**config.mk**
```make
export PLATFORM = sky130hd
export DESIGN_NAME = mmio_uart_tx
export DESIGN_NICKNAME = d
export VERILOG_FILES = /design/src/rtl/mcu_mmio_pkg.sv /design/src/rtl/mmio_uart_tx_fifo.sv /design/src/rtl/mmio_uart_tx.sv
export SDC_FILE = /design/constraint.sdc
export NUM_CORES = 1
export LEC_CHECK = 0
export BUFFER_PORTS_ARGS = -buffer_cell sky130_fd_sc_hd__buf_2
export CELL_PAD_IN_SITES_DETAIL_PLACEMENT = 0
export CELL_PAD_IN_SITES_GLOBAL_PLACEMENT = 1
export CORE_UTILIZATION = 25
export DETAILED_ROUTE_END_ITERATION = 8
export PLACE_DENSITY_LB_ADDON = 0.1
export SYNTH_ARGS = -nofsm -noshare
export SYNTH_HDL_FRONTEND = slang
export SYNTH_HIERARCHICAL = 1
export SYNTH_SLANG_ARGS = --single-unit
export TNS_END_PERCENT = 5
```
**constraint.sdc**
```tcl
create_clock -name clk -period 4.3 [get_ports clk]
set_clock_uncertainty 0.05 [all_clocks]
set_input_delay 0 -clock clk [delete_from_list [all_inputs] [get_ports clk]]
set_output_delay 0 -clock clk [all_outputs]
set_load 0.02 [all_outputs]
```
**src/rtl/mcu_mmio_pkg.sv**
```systemverilog
// Shared definitions for the memory-mapped UART transmitter: register map,
// STATUS bit layout and transmit FSM state encoding.
package mcu_mmio_pkg;

    // Word offsets, compared against addr[3:2]
    localparam logic [1:0] TXDATA_OFS = 2'd0;
    localparam logic [1:0] STATUS_OFS = 2'd1;
    localparam logic [1:0] BAUD_OFS   = 2'd2;

    localparam int STAT_BUSY_BIT  = 0;
    localparam int STAT_FULL_BIT  = 1;
    localparam int STAT_EMPTY_BIT = 2;
    localparam int STAT_OVF_BIT   = 3;

    typedef enum logic [1:0] {
        S_IDLE  = 2'd0,
        S_START = 2'd1,
        S_DATA  = 2'd2,
        S_STOP  = 2'd3
    } uart_tx_state_t;

    function automatic logic [7:0] pack_status(input logic busy, input logic full,
                                               input logic empty, input logic ovf,
                                               input logic [3:0] cnt);
        return {cnt, ovf, empty, full, busy};
    endfunction

endpackage

```
**src/rtl/mmio_uart_tx_fifo.sv**
```systemverilog
// Small synchronous FIFO with first-word fall-through output; a push into a
// full FIFO is accepted only when a pop happens in the same cycle.
module sync_fifo #(
    parameter int WIDTH = 8,
    parameter int DEPTH = 4
) (
    input  logic                     clk,
    input  logic                     reset,
    input  logic                     push,
    input  logic                     pop,
    input  logic [WIDTH-1:0]         din,
    output logic [WIDTH-1:0]         dout,
    output logic                     full,
    output logic                     empty,
    output logic [$clog2(DEPTH):0]   count
);

    localparam int AW = $clog2(DEPTH);
    localparam logic [AW:0]   CNT_ONE  = {{AW{1'b0}}, 1'b1};
    localparam logic [AW:0]   CNT_FULL = DEPTH[AW:0];
    localparam logic [AW-1:0] PTR_ONE  = {{(AW-1){1'b0}}, 1'b1};

    logic [WIDTH-1:0] mem_r [DEPTH];
    logic [AW-1:0]    rd_ptr_r;
    logic [AW-1:0]    wr_ptr_r;
    logic [AW:0]      count_r;
    logic             push_ok_s;
    logic             pop_ok_s;

    assign pop_ok_s  = pop && (count_r != {(AW+1){1'b0}});
    assign push_ok_s = push && ((count_r != CNT_FULL) || pop_ok_s);

    assign dout  = mem_r[rd_ptr_r];
    assign full  = (count_r == CNT_FULL);
    assign empty = (count_r == {(AW+1){1'b0}});
    assign count = count_r;

    // Storage array, no reset needed since count gates every read
    always_ff @(posedge clk) begin
        if (push_ok_s) begin
            mem_r[wr_ptr_r] <= din;
        end
    end

    // Pointer and occupancy bookkeeping
    always_ff @(posedge clk) begin
        if (reset) begin
            rd_ptr_r <= {AW{1'b0}};
            wr_ptr_r <= {AW{1'b0}};
            count_r  <= {(AW+1){1'b0}};
        end else begin
            if (push_ok_s) wr_ptr_r <= wr_ptr_r + PTR_ONE;
            if (pop_ok_s)  rd_ptr_r <= rd_ptr_r + PTR_ONE;
            case ({push_ok_s, pop_ok_s})
                2'b10:   count_r <= count_r + CNT_ONE;
                2'b01:   count_r <= count_r - CNT_ONE;
                default: count_r <= count_r;
            endcase
        end
    end

endmodule

```
**src/rtl/mmio_uart_tx.sv**
```systemverilog
// Memory-mapped 8N1 UART transmitter: register decode, TX FIFO, baud
// counter and frame serialiser behind the core's data bus.
module mmio_uart_tx
    import mcu_mmio_pkg::*;
#(
    parameter logic [31:0] BASE_ADDR   = 32'h0000_0100,
    parameter int          FIFO_DEPTH  = 4,
    parameter logic [15:0] DEFAULT_DIV = 16'd15
) (
    input  logic        clk,
    input  logic        reset,
    input  logic        we,
    input  logic [31:0] addr,
    input  logic [31:0] wdata,
    output logic        hit,
    output logic [31:0] rdata,
    output logic        txd,
    output logic        irq_txe
);

    localparam int CW = $clog2(FIFO_DEPTH) + 1;

    uart_tx_state_t state_r;
    logic [7:0]     shift_r;
    logic [2:0]     bit_idx_r;
    logic [15:0]    baud_cnt_r;
    logic [15:0]    div_act_r;
    logic [15:0]    baud_div_r;
    logic           ovf_r;
    logic           txd_r;
    logic           irq_txe_r;

    logic           push_s, stat_wr_s, baud_wr_s, pop_s, bit_end_s, busy_s;
    logic           full_s, empty_s;
    logic [7:0]     fifo_dout_s;
    logic [CW-1:0]  count_s;
    logic [3:0]     cnt4_s;
    logic           unused_ok_s;

    assign hit       = (addr[31:4] == BASE_ADDR[31:4]);
    assign push_s    = we && hit && (addr[3:2] == TXDATA_OFS);
    assign stat_wr_s = we && hit && (addr[3:2] == STATUS_OFS);
    assign baud_wr_s = we && hit && (addr[3:2] == BAUD_OFS);
    assign bit_end_s = (baud_cnt_r == div_act_r);
    assign busy_s    = (state_r != S_IDLE);
    assign cnt4_s    = 4'(count_s);
    assign txd       = txd_r;
    assign irq_txe   = irq_txe_r;
    assign unused_ok_s = ^{wdata[31:16], addr[1:0]};

    sync_fifo #(.WIDTH(8), .DEPTH(FIFO_DEPTH)) u_fifo (
        .clk   (clk),
        .reset (reset),
        .push  (push_s),
        .pop   (pop_s),
        .din   (wdata[7:0]),
        .dout  (fifo_dout_s),
        .full  (full_s),
        .empty (empty_s),
        .count (count_s)
    );

    // A new frame is fetched from IDLE, or straight out of STOP for back-to-back bytes
    always_comb begin
        pop_s = 1'b0;
        case (state_r)
            S_IDLE:  pop_s = !empty_s;
            S_STOP:  pop_s = bit_end_s && !empty_s;
            default: pop_s = 1'b0;
        endcase
    end

    // Register read mux; reads reflect pre-edge state
    always_comb begin
        rdata = 32'h0000_0000;
        if (hit) begin
            case (addr[3:2])
                STATUS_OFS: rdata = {24'h00_0000, pack_status(busy_s, full_s, empty_s, ovf_r, cnt4_s)};
                BAUD_OFS:   rdata = {16'h0000, baud_div_r};
                default:    rdata = 32'h0000_0000;
            endcase
        end else begin
            rdata = 32'h0000_0000;
        end
    end

    // Baud divisor and sticky overflow flag
    always_ff @(posedge clk) begin
        if (reset) begin
            baud_div_r <= DEFAULT_DIV;
            ovf_r      <= 1'b0;
        end else begin
            if (baud_wr_s) baud_div_r <= wdata[15:0];
            if (push_s && full_s && !pop_s) begin
                ovf_r <= 1'b1;
            end else if (stat_wr_s && wdata[STAT_OVF_BIT]) begin
                ovf_r <= 1'b0;
            end
        end
    end

    // Transmit FSM: div_act is latched per frame so mid-frame BAUDDIV writes wait
    always_ff @(posedge clk) begin
        if (reset) begin
            state_r    <= S_IDLE;
            shift_r    <= 8'h00;
            bit_idx_r  <= 3'd0;
            baud_cnt_r <= 16'd0;
            div_act_r  <= 16'd0;
            txd_r      <= 1'b1;
        end else begin
            case (state_r)
                S_IDLE: begin
                    txd_r <= 1'b1;
                    if (!empty_s) begin
                        state_r    <= S_START;
                        shift_r    <= fifo_dout_s;
                        div_act_r  <= baud_div_r;
                        baud_cnt_r <= 16'd0;
                        txd_r      <= 1'b0;
                    end
                end
                S_START: begin
                    if (bit_end_s) begin
                        state_r    <= S_DATA;
                        baud_cnt_r <= 16'd0;
                        bit_idx_r  <= 3'd0;
                        txd_r      <= shift_r[0];
                    end else begin
                        baud_cnt_r <= baud_cnt_r + 16'd1;
                    end
                end
                S_DATA: begin
                    if (bit_end_s) begin
                        baud_cnt_r <= 16'd0;
                        if (bit_idx_r == 3'd7) begin
                            state_r <= S_STOP;
                            txd_r   <= 1'b1;
                        end else begin
                            bit_idx_r <= bit_idx_r + 3'd1;
                            shift_r   <= {1'b0, shift_r[7:1]};
                            txd_r     <= shift_r[1];
                        end
                    end else begin
                        baud_cnt_r <= baud_cnt_r + 16'd1;
                    end
                end
                S_STOP: begin
                    if (bit_end_s) begin
                        baud_cnt_r <= 16'd0;
                        if (!empty_s) begin
                            state_r   <= S_START;
                            shift_r   <= fifo_dout_s;
                            div_act_r <= baud_div_r;
                            txd_r     <= 1'b0;
                        end else begin
                            state_r <= S_IDLE;
                            txd_r   <= 1'b1;
                        end
                    end else begin
                        baud_cnt_r <= baud_cnt_r + 16'd1;
                    end
                end
                default: begin
                    state_r <= S_IDLE;
                    txd_r   <= 1'b1;
                end
            endcase
        end
    end

    // Transmit-empty interrupt, one cycle behind its condition
    always_ff @(posedge clk) begin
        if (reset) begin
            irq_txe_r <= 1'b1;
        end else begin
            irq_txe_r <= empty_s && (state_r == S_IDLE);
        end
    end

endmodule

```
==> flow_metrics.env, run 1 <==
export IMPL_cap_violations=0
export IMPL_seq_power_share_pct=52.9
export IMPL_routedWlPerCell_um=14.5
export IMPL_worst_ep_arrival_time_ps=4080
export IMPL_maximum_cell_stage_delay_along_the_critical_path_ps=500
export IMPL_clock_path_buffers=2
export IMPL_clock_sinks=105
export IMPL_fin_tns_setup_ps=0
export IMPL_p_int_mw=1.46
export IMPL_clkTransAtPathRegs_ps=80
export IMPL_top_routing_layer_in_use="met4"
export IMPL_power_per_cell_area_nw_per_um2=314
export IMPL_synth_compound_area_share_pct=7.61
export IMPL_via_count=3677
export IMPL_buffer_ports_inserted=67
export IMPL_clock_latency_ps=350
export IMPL_cts_tree="done"
export IMPL_outcome="complete, no violations"
export IMPL_synth_cells=491
export IMPL_cp_cell_sequence="xor2_1, nor4_1, and4_2, a21oi_1, nor3_1, inv_1, a21boi_2, inv_1, ha_1, inv_1, fa_1, xor2_1, or3_2, a21oi_1"
export IMPL_horizontal_die_dimension_um=145
export IMPL_post_dp_hpwl_um=8770
export IMPL_setup_viol_count_final=0
export IMPL_layout_cells_most_common_list="dfxtp_1, buf_2, nand2_1"
export IMPL_worstSetupEndpointType="register"
export IMPL_yosys_synthesis_warning_count=6
export IMPL_ioPinCount=102
export IMPL_num_antenna_cells=0
export IMPL_path_delay_family="simple AND/OR/NAND/NOR gates"
export IMPL_syn_avg_cell_area_um2=10.4
export IMPL_total_leakage_power_nw=2.40
export IMPL_unrepaired_setup_endpoints_after_global_routing="false"
export IMPL_synth_xor_xnor_area_share_pct=5.65
export IMPL_grt_antenna_before_repair=0
export IMPL_net_switching_power_uw=460
export IMPL_cts_buffer_count=9
export IMPL_post_drt_via_cell_ratio=4.39
export IMPL_yosys_register_bits=105
export IMPL_startpoint_type="register"
export IMPL_hold_violations=0
export IMPL_max_slew_margin_rel_pct=22.4
export IMPL_netlist_cell_type_count=55
export IMPL_drt_iter0_drc=203
export IMPL_drive_gt1_share_pct=19.7
export IMPL_power_share_clock_pct=43.0
export IMPL_finalWorstPathRequiredPeriod_ps=3860
export IMPL_tightestPinTransition_ps=1160
export IMPL_area_growth_syn_to_layout_pct=19.5
export IMPL_core_area_um2=19800
export IMPL_initial_utilization_pct=25.9
export IMPL_ir_drop_uv=180
export IMPL_placement_cell_area_um2=5660
export IMPL_seq_area_frac_synth_pct=47.4
export IMPL_grt_overflow_total=0
export IMPL_nNetsFinal=652
export IMPL_synth_edf_count=32
export IMPL_class_of_the_tightest_hold_or_removal_check="in -> reg"
export IMPL_postSynth_topFlopCell="dfxtp_1"
export IMPL_design_die_area_um2=21000
export IMPL_route_detailed_drc=0
export IMPL_synthArstFlopShare_pct=0
export IMPL_final_max_slew_viol_count=0
export IMPL_critPathMostFrequentCell="inv_1"
export IMPL_synthMuxAreaShare_pct=12.0
export IMPL_drt_met1_wl_um=6130
export IMPL_detailroute_wirelength_met2_um=5480
export IMPL_timing_critical_path_required_ps=4520
export IMPL_max_freq_mhz=259
export IMPL_first_global_vias=3590
export IMPL_post_route_cell_area_um2=6110
export IMPL_commonest_non_fill_non_tap_cell_in_the_layout="dfxtp_1"
export IMPL_yosys_area_share_simple_pct=17.2
export IMPL_die_y_um=145
export IMPL_crit_path_max_fanout=13
export IMPL_gpl_final_weighted_congestion=0.700
export IMPL_routed_wl_um=12200
export IMPL_final_antenna_net_count=0
export IMPL_power_frac_comb_pct=4.0
export IMPL_critPathBufInv=3
export IMPL_synthAdderAreaFrac_pct=4.31
export IMPL_worst_path_max_delay_cell="and4_2"
export IMPL_total_global_routing_track_utilization_pct=11.9
export IMPL_synthesis_area_um2=5110
export IMPL_std_cell_rows=51
export IMPL_finalCritPeriodShare_pct=89.8
export IMPL_p_sw_share_pct=23.9
export IMPL_dominant_combinational_cell_family_by_area_after_synthesis="simple AND/OR/NAND/NOR gates"
export IMPL_cts_resized=0
export IMPL_maximum_number_of_pins_on_one_net_before_global_route_repair=53
export IMPL_final_fill_count=2115
export IMPL_cts_root_buf="clkbuf_16"
export IMPL_finalHoldWorstSlack_ps=72.1
export IMPL_grt_pass1_wl_um=19600
export IMPL_criticalPathCategory="reg -> reg"
export IMPL_cts_htree_levels=3
export IMPL_firstDrtPassIters=4
export IMPL_route_met3_wl_um=436
## power groups by stage
stage               combinational (mW)  sequential (mW)  clock [mW]
CTS                             0.0794             1.02       0.864
global route                    0.0856             1.02       0.900
floorplan                       0.0437             1.04           0
finish                          0.0774             1.02       0.828
global placement                0.0674             1.04           0
detailed placement              0.0681             1.04           0
## cells in the mapped netlist (7+ instances only)
master / count / area share [%]
dfxtp_1: 73 / 29
inv_1: 18 / 1.3
nand2_1: 56 / 4.1
ha_1: 16 / 3.9
xor2_1: 25 / 4.3
and2_1: 10 / 1.2
o211a_1: 8 / 1.6
clkbuf_1: 11 / 0.81
nor2_1: 45 / 3.3
xnor2_1: 8 / 1.4
edfxtp_1: 32 / 19
nand3_1: 9 / 0.88
buf_4: 17 / 2.5
mux2i_1: 42 / 8.2
mux4_2: 8 / 3.5
nor3_1: 9 / 0.88
o211ai_1: 7 / 1.0
a22oi_1: 7 / 1.0
nor4_1: 11 / 1.3
## timing repair
item                      4_1_cts  5_1_grt
hold buffers                   16        0
hold endpoints to repair       48        0
buffers inserted                0        0
## area by class of cell
cell class,count,area (um^2),area share [%]
Multi-Input combinational cell,345,2460,40.2
Sequential cell,105,2420,39.6
Tap cell,265,332,5.42
Timing Repair Buffer,88,533,8.72
Clock buffer,9,225,3.68
Clock inverter,7,71.3,1.17
Inverter,19,71.3,1.17
## metrics by stage
| stage | worst slack [ps] | cells | utilization (%) | total power, mW |
|---|---|---|---|---|
| floorplan | 1110 | 506 | - | 1.08 |
| global placement | 517 | 806 | 28.6 | 1.11 |
| detailed placement | 467 | 806 | 28.6 | 1.11 |
| CTS | 431 | 838 | 30.9 | 1.96 |
| global route | 143 | 838 | 30.9 | 2.00 |
| finish | 440 | 838 | 30.9 | 1.92 |
## registers in the layout, summed over array words and instances, names as in the netlist, named ones only
signal,count
state_r,2
u_fifo/rd_ptr_r,2
txd,1
shift_r,8
baud_div_r,16
baud_cnt_r,16
u_fifo/count,3
u_fifo/mem_r,32
irq_txe,1
u_fifo/wr_ptr_r,2
ovf_r,1
bit_idx_r,3
div_act_r,16
## layer usage
layer  GRT usage (%)  up-vias
li1                -     1855
met1            16.7     1736
met2            18.5       79
met3            2.23        7
met4            3.51        0
met5               0        -
## worst register-to-register path, cell delays in order (launching register included)
cell and delay (ps):
dfxtp_1 450, xor2_1 130, nor4_1 490, and4_2 500, a21oi_1 120, nor3_1 400
inv_1 110, a21boi_2 360, inv_1 90, ha_1 240, inv_1 80, fa_1 180
xor2_1 70, or3_2 400, a21oi_1 140
## kinds of logic (layout without fill, tap and decap cells)
family                     count (synthesis)  after routing
AOI/OAI and AO/OA                         52             52
xor gates and xnor gates                  33             33
adders and majority gates                 17             17
buffers and inverters                     56            123
DFF                                      105            105
muxes                                     51             51
other                                      1             16
and+or+nand+nor                          176            176
## final timing paths
path | start | to | slack (ps) | cells past startpoint
worst min-delay path | reset | baud_div_r[5] | 70 | 2
worst max register to register | baud_cnt_r[11] | u_fifo/count[2] | 440 | 14
worst min register to register | shift_r[7] | shift_r[7] | 410 | 2
worst max-delay path | baud_cnt_r[11] | u_fifo/count[2] | 440 | 14
No activity file was read; power rests on OpenSTA's default activity.
==> run 2: changes to the inputs <==
Settings changed: ABC_AREA from default to 1, PLACE_DENSITY from default to 0.6, PLACE_DENSITY_LB_ADDON 0.1 to default.
==> run 2 against run 1 <==
  * Combinational power rose to 4.3 times the previous value
  * Routed wire length rose by 3.9%
  * Worst hold slack got worse by 24 ps
  * Flip-flop and latch count did not move
  * Synthesized cell count rose by 44%
  * Die area rose by 4.2%
  * Fmax rose by 34%
  * Final cell count rose by 27%
  * First-iteration DRC count fell by 18%
==> flow_metrics.env, run 2 <==
export IMPL_drive_gt1_share_pct=13.7
export IMPL_via_count=4454
export IMPL_final_antenna_net_count=0
export IMPL_multiInputGateArea_um2=2370
export IMPL_class_of_the_tightest_hold_or_removal_check="in -> reg"
export IMPL_synthesis_area_um2=5330
export IMPL_hold_violations=0
export IMPL_timing_critical_path_required_ps=4230
export IMPL_yosys_synthesis_warning_count=6
export IMPL_buffer_ports_inserted=67
export IMPL_postSynth_topFlopCell="dfxtp_1"
export IMPL_ioPinCount=102
export IMPL_cts_root_buf="clkbuf_16"
export IMPL_max_slew_margin_rel_pct=41.9
export IMPL_seq_area_frac_synth_pct=45.4
export IMPL_num_antenna_cells=0
export IMPL_r2r_end="u_fifo/mem_r[3][1]"
export IMPL_power_per_cell_area_nw_per_um2=347
export IMPL_routed_wl_um=12600
export IMPL_nNetsFinal=867
export IMPL_initial_utilization_pct=25.5
export IMPL_clock_path_buffers=2
export IMPL_routedWlPerCell_um=11.9
export IMPL_finalCritPeriodShare_pct=67.1
export IMPL_commonest_non_fill_non_tap_cell_in_the_layout="nand2_1"
export IMPL_rr_startpoint="state_r[0]"
export IMPL_final_max_slew_viol_count=0
export IMPL_crit_path_max_fanout=8
export IMPL_ir_drop_uv=196
export IMPL_cts_tree="done"
export IMPL_first_global_vias=4186
export IMPL_final_core_density_pct=30.1
export IMPL_cap_violations=0
export IMPL_design_die_area_um2=21900
export IMPL_grt_pass1_wl_um=21000
export IMPL_tightestPinTransition_ps=869
export IMPL_maximum_cell_stage_delay_along_the_critical_path_ps=690
export IMPL_die_y_um=148
export IMPL_rrSetupSlack_ps=1410
export IMPL_yosys_register_bits=105
export IMPL_hold_path_startpoint="reset"
export IMPL_total_leakage_power_nw=2.54
export IMPL_critPathMostFrequentCell="inv_1"
export IMPL_netlist_cell_type_count=42
export IMPL_final_fill_count=2329
export IMPL_syn_avg_cell_area_um2=7.57
export IMPL_reg2regPathDepth=9
export IMPL_worstSetupEndpointType="register"
export IMPL_gpl_final_weighted_congestion=0.720
export IMPL_cp_cell_sequence="inv_1, ha_1, nor2_1, nand2_1, inv_1, inv_1, nand3_2, nand2_1, nor2_1"
export IMPL_fin_tns_setup_ps=0
export IMPL_worst_path_max_delay_cell="nor2_1"
export IMPL_synthTopCellsByCount="nand2_1, nor2_1, inv_1"
export IMPL_total_global_routing_track_utilization_pct=12.2
export IMPL_area_growth_syn_to_layout_pct=18.3
export IMPL_route_detailed_drc=0
export IMPL_cts_buffer_count=9
export IMPL_synth_most_common_cell="nand2_1"
export IMPL_post_dp_hpwl_um=9240
export IMPL_grt_antenna_before_repair=0
export IMPL_unrepaired_setup_endpoints_after_global_routing="false"
export IMPL_core_area_um2=21000
export IMPL_layout_cells_most_common_list="nand2_1, nor2_1, inv_1"
export IMPL_outcome="complete, no violations"
export IMPL_synth_top_cell_by_area="dfxtp_1"
export IMPL_finalWorstPathRequiredPeriod_ps=2890
export IMPL_setup_viol_count_final=0
export IMPL_grt_overflow_total=0
export IMPL_criticalPathCategory="reg -> reg"
export IMPL_synth_edf_count=32
export IMPL_holdPathStages=2
export IMPL_register_containing_the_most_flip_flops_in_the_final_layout="u_fifo/mem_r"
export IMPL_clock_sinks=105
export IMPL_startpoint_type="register"
export IMPL_maximum_number_of_pins_on_one_net_before_global_route_repair=34
export IMPL_netlist_area_leader_share_pct=27.4
export IMPL_synthArstFlopShare_pct=0
export IMPL_synth_cells=705
export IMPL_max_freq_mhz=346
export IMPL_largest_register_ffs=32
export IMPL_worst_ep_arrival_time_ps=2820
export IMPL_ys_top_cells_by_area="dfxtp_1, edfxtp_1, nand2_1"
export IMPL_seqCellArea_um2=2420
export IMPL_cts_htree_levels=3
export IMPL_std_cell_rows=53
export IMPL_firstDrtPassIters=4
export IMPL_clkTransAtPathRegs_ps=70
export IMPL_post_drt_via_cell_ratio=4.19
export IMPL_clock_latency_ps=360
export IMPL_horizontal_die_dimension_um=148
export IMPL_worst_hold_path_endpoint="bit_idx_r[2]"
export IMPL_drt_iter0_drc=167
-- run 2: cell count changes in the layout (fill, tap and decap cells not counted), sizes merged, moves of 13 or more --
cell	previous run	this run
inv	24	100
mux2i	42	0
and2	14	0
a21oi	6	28
nand3	9	23
o21ai	7	43
nand2	56	160
nor2	45	129
nor4	14	1
xor2	25	5
-- run 2: metal layers --
metal  vias to the layer above  track usage, %  wire (um)  part of all wire, %
li1                       2387               -          -                    -
met1                      2001            16.7       6630                   52
met2                        51            19.0       5490                   43
met3                        15            2.33        287                  2.3
met4                         0            4.59        225                  1.8
met5                         -               0          0                    0
-- run 2: timing repair --
action                    in CTS  in global routing
resized for setup              0                  0
hold endpoints to repair      49                  0
hold buffers                  17                  0
setup buffers                  0                  0
-- run 2: area by class of cell --
type                            count  share of cell area (%)
Clock inverter                      7                   0.972
Inverter                           99                    5.97
Sequential cell                   105                    38.4
Tap cell                          275                    5.45
Timing Repair Buffer               85                    8.13
Multi-Input combinational cell    483                    37.5
Clock buffer                        9                    3.57
-- run 2: through the flow --
stage          hold slack [ps]  instances  power [mW]  setup slack [ps]  cell area [um^2]
2_1_floorplan             28.0        720        1.32              1900              5390
3_3_place_gp               215       1030        1.41              1450              5850
3_5_place_dp               220       1030        1.41              1460              5850
4_1_cts                   32.4       1063        2.24              1420              6310
5_1_grt                   57.8       1063        2.32              1150              6310
6_report                  48.4       1063        2.19              1410              6310
-- run 2: critical path, delay by kind of cell, from the launching register on --
family                     cells  cell delay [ps]
buffers and inverters          3              320
adders and majority gates      1              330
DFF                            1              430
and+or+nand+nor                5             1380
-- run 2: how the worst max path moves through the flow --
stage / startpoint / end / slack [ps] / cells after the start
detailed placement: state_r[0] / u_fifo/mem_r[0][2] / 1460 / 9
CTS: state_r[0] / u_fifo/mem_r[0][1] / 1420 / 9
global route: state_r[0] / u_fifo/mem_r[0][1] / 1150 / 9
floorplan: state_r[0] / u_fifo/count[1] / 1900 / 12
finish: state_r[0] / u_fifo/mem_r[3][1] / 1410 / 9
global placement: state_r[0] / u_fifo/mem_r[0][2] / 1450 / 9
-- run 2: kinds of logic (layout without fill, tap and decap cells) --
group	Yosys count	count (layout)	synth area share [%]
AO/OA/AOI/OAI	95	95	10.1
XOR/XNOR	5	5	0.821
adder cells (fa/ha/maj)	17	17	4.13
buffers and inverters	132	200	11.3
flip-flops	105	105	45.4
other	1	16	0.0703
AND/OR/NAND/NOR	350	350	28.2
-- run 2: where the power goes --
| group | internal [mW] | total, mW | switching, mW |
|---|---|---|---|
| clock | 0.406 | 0.804 | 0.399 |
| combinational | 0.104 | 0.329 | 0.225 |
| sequential | 1.04 | 1.06 | 0.0187 |
==> run 3: changes to the inputs <==
Settings changed: ABC_AREA 1 to 0, PLACE_DENSITY 0.6 to 0.59.
Clock period 4.3 ns to 2.35 ns, I/O delays scaled along.
==> run 3 against run 2 <==
  * The flow now finishes with violations (negative setup slack)
  * Die area shrank 4.1%
  * Fmax grew 0.96%
  * Register-to-register slack lost 1900 ps
  * Clock power grew 90%
  * Highest routed layer unchanged
==> flow_metrics.env, run 3 (same netlist as run 1, synthesis figures left out) <==
export IMPL_setup_viol_count_final=37
export IMPL_ir_drop_uv=299
export IMPL_reg2regPathDepth=13
export IMPL_max_slew_margin_rel_pct=63.5
export IMPL_seqCellArea_um2=2440
export IMPL_net_switching_power_uw=777
export IMPL_core_area_um2=19800
export IMPL_unrepaired_setup_endpoints_after_global_routing="true"
export IMPL_finalCritPeriodShare_pct=122
export IMPL_layout_setup_ws_ps=-509
export IMPL_final_antenna_net_count=0
export IMPL_horizontal_die_dimension_um=145
export IMPL_worst_setup_path_startpoint="div_act_r[9]"
export IMPL_std_cell_rows=51
export IMPL_timing_critical_path_required_ps=2590
export IMPL_routedWlPerCell_um=13.8
export IMPL_drive_gt1_share_pct=30.0
export IMPL_routed_wl_um=12300
export IMPL_final_fill_count=2077
export IMPL_max_freq_mhz=350
export IMPL_clock_sinks=105
export IMPL_clock_path_buffers=2
export IMPL_cap_violations=0
export IMPL_drt_iter0_drc=148
export IMPL_cts_tree="done"
export IMPL_p_int_mw=2.76
export IMPL_number_of_placed_instances_taps_included=852
export IMPL_register_containing_the_most_flip_flops_in_the_final_layout="u_fifo/mem_r"
export IMPL_maximum_number_of_pins_on_one_net_before_global_route_repair=26
export IMPL_place_ws_ps=-639
export IMPL_criticalPathCategory="reg -> reg"
export IMPL_startpoint_type="register"
export IMPL_nNetsFinal=706
export IMPL_class_of_the_tightest_hold_or_removal_check="in -> reg"
export IMPL_r2r_end="u_fifo/count[2]"
export IMPL_cts_root_buf="clkbuf_16"
export IMPL_layoutNonFillerInstCount=892
export IMPL_p_sw_share_pct=22.0
export IMPL_total_global_routing_track_utilization_pct=12.1
export IMPL_grt_pass1_wl_um=20000
export IMPL_worstSetupEndpointType="register"
export IMPL_cp_endpoint="u_fifo/count[2]"
export IMPL_power_share_clock_pct=43.2
export IMPL_ioPinCount=102
export IMPL_rrSetupSlack_ps=-510
export IMPL_initial_utilization_pct=25.9
export IMPL_total_leakage_power_nw=2.70
export IMPL_area_growth_syn_to_layout_pct=30.7
export IMPL_multiInputGateArea_um2=2590
export IMPL_tightestPinTransition_ps=547
export IMPL_rr_startpoint="div_act_r[9]"
export IMPL_clkTransAtPathRegs_ps=70
export IMPL_post_dp_hpwl_um=9250
export IMPL_crit_path_max_fanout=3
export IMPL_failing_checks="negative setup slack"
export IMPL_via_count=3920
export IMPL_power_per_cell_area_nw_per_um2=529
export IMPL_hold_violations=0
export IMPL_first_global_vias=3918
export IMPL_cts_buffer_count=9
export IMPL_clock_latency_ps=350
export IMPL_num_antenna_cells=0
export IMPL_die_y_um=145
export IMPL_route_detailed_drc=0
export IMPL_post_drt_via_cell_ratio=4.39
export IMPL_seq_power_share_pct=52.6
export IMPL_finalWorstPathRequiredPeriod_ps=2860
export IMPL_largest_register_ffs=32
export IMPL_gpl_final_weighted_congestion=0.774
export IMPL_final_max_slew_viol_count=0
export IMPL_grt_overflow_total=0
export IMPL_layout_cells_most_common_list="buf_2, dfxtp_1, nand2_1, buf_4, nor2_1"
export IMPL_buffer_ports_inserted=67
export IMPL_grt_antenna_before_repair=0
export IMPL_worst_ep_arrival_time_ps=3100
export IMPL_commonest_non_fill_non_tap_cell_in_the_layout="buf_2"
export IMPL_design_die_area_um2=21000
export IMPL_outcome="finished, violations left"
export IMPL_firstDrtPassIters=4
export IMPL_cts_htree_levels=3
export IMPL_power_frac_comb_pct=4.2
run 3: cell count changes in the layout (fill, tap and decap cells not counted), moves of 30 or more:
cell / delta
buf_4: +55
inv_1: -74
mux2i_1: +42
nand2_1: -98
nor2_1: -79
o21ai_0: -30
run 3: layout make-up:
class | instances | share of cell area, %
clock buffer | 9 | 3.37
clock inverter | 7 | 1.16
inverter | 19 | 1.07
multi-input combinational | 345 | 38.7
sequential | 105 | 36.4
tap | 265 | 4.96
timing repair buffer | 142 | 14.3
run 3: how the worst min path moves through the flow:
stage	from	endpoint	slack, ps	cells past startpoint
after global placement	wdata[8]	baud_div_r[8]	190	3
after CTS	we	ovf_r	60	3
final	we	ovf_r	80	3
after detailed placement	wdata[13]	baud_div_r[13]	190	3
after floorplan	wdata[0]	u_fifo/mem_r[0][0]	50	0
after global routing	we	ovf_r	90	3
run 3: critical path, stage by stage (launching register included):
cell and delay [ps]:
dfxtp_1 320, xor2_1 190, nor4_4 320, and4_4 280, a21oi_4 70, nor3_4 230
o31ai_2 100, inv_1 70, ha_2 180, inv_2 40, fa_2 320, xor2_1 150
or3_4 330, a21oi_2 130
run 3: layer usage:
metal / vias up / wire [um] / global-route usage (%)
met3: 16 / 552 / 2.61
met4: 0 / 212 / 4.31
met2: 94 / 5780 / 19.7
met1: 1860 / 5750 / 15.7
met5: - / 0 / 0
li1: 1950 / - / -
run 3: stage by stage:
step / TNS (ps) / cell area [um^2] / total power [mW] / util [%] / hold slack [ps]
after floorplan: -4100 / 5230 / 1.98 / - / 48.9
after global placement: -8000 / 6060 / 2.03 / 30.7 / 188
after detailed placement: -9400 / 6060 / 2.03 / 30.7 / 191
after CTS: -3800 / 6600 / 3.58 / 33.4 / 58.5
after global routing: -8060 / 6690 / 3.67 / 33.8 / 88.1
final: -2190 / 6690 / 3.54 / 33.8 / 77.5
run 3: timing repair:
action,in CTS,in global routing
pin swaps,12,6
setup endpoints to repair,36,43
cloned,0,0
gates resized for setup,11,12
endpoints found under the hold margin,49,0
hold buffers,17,0
buffers inserted,4,3
run 3: power by group through the flow:
stage	Combinational (mW)	Clock, mW	Sequential [mW]
2_1_floorplan	0.0800	0	1.90
3_3_place_gp	0.126	0	1.90
3_5_place_dp	0.127	0	1.90
4_1_cts	0.149	1.57	1.86
5_1_grt	0.161	1.65	1.86
6_report	0.147	1.53	1.86
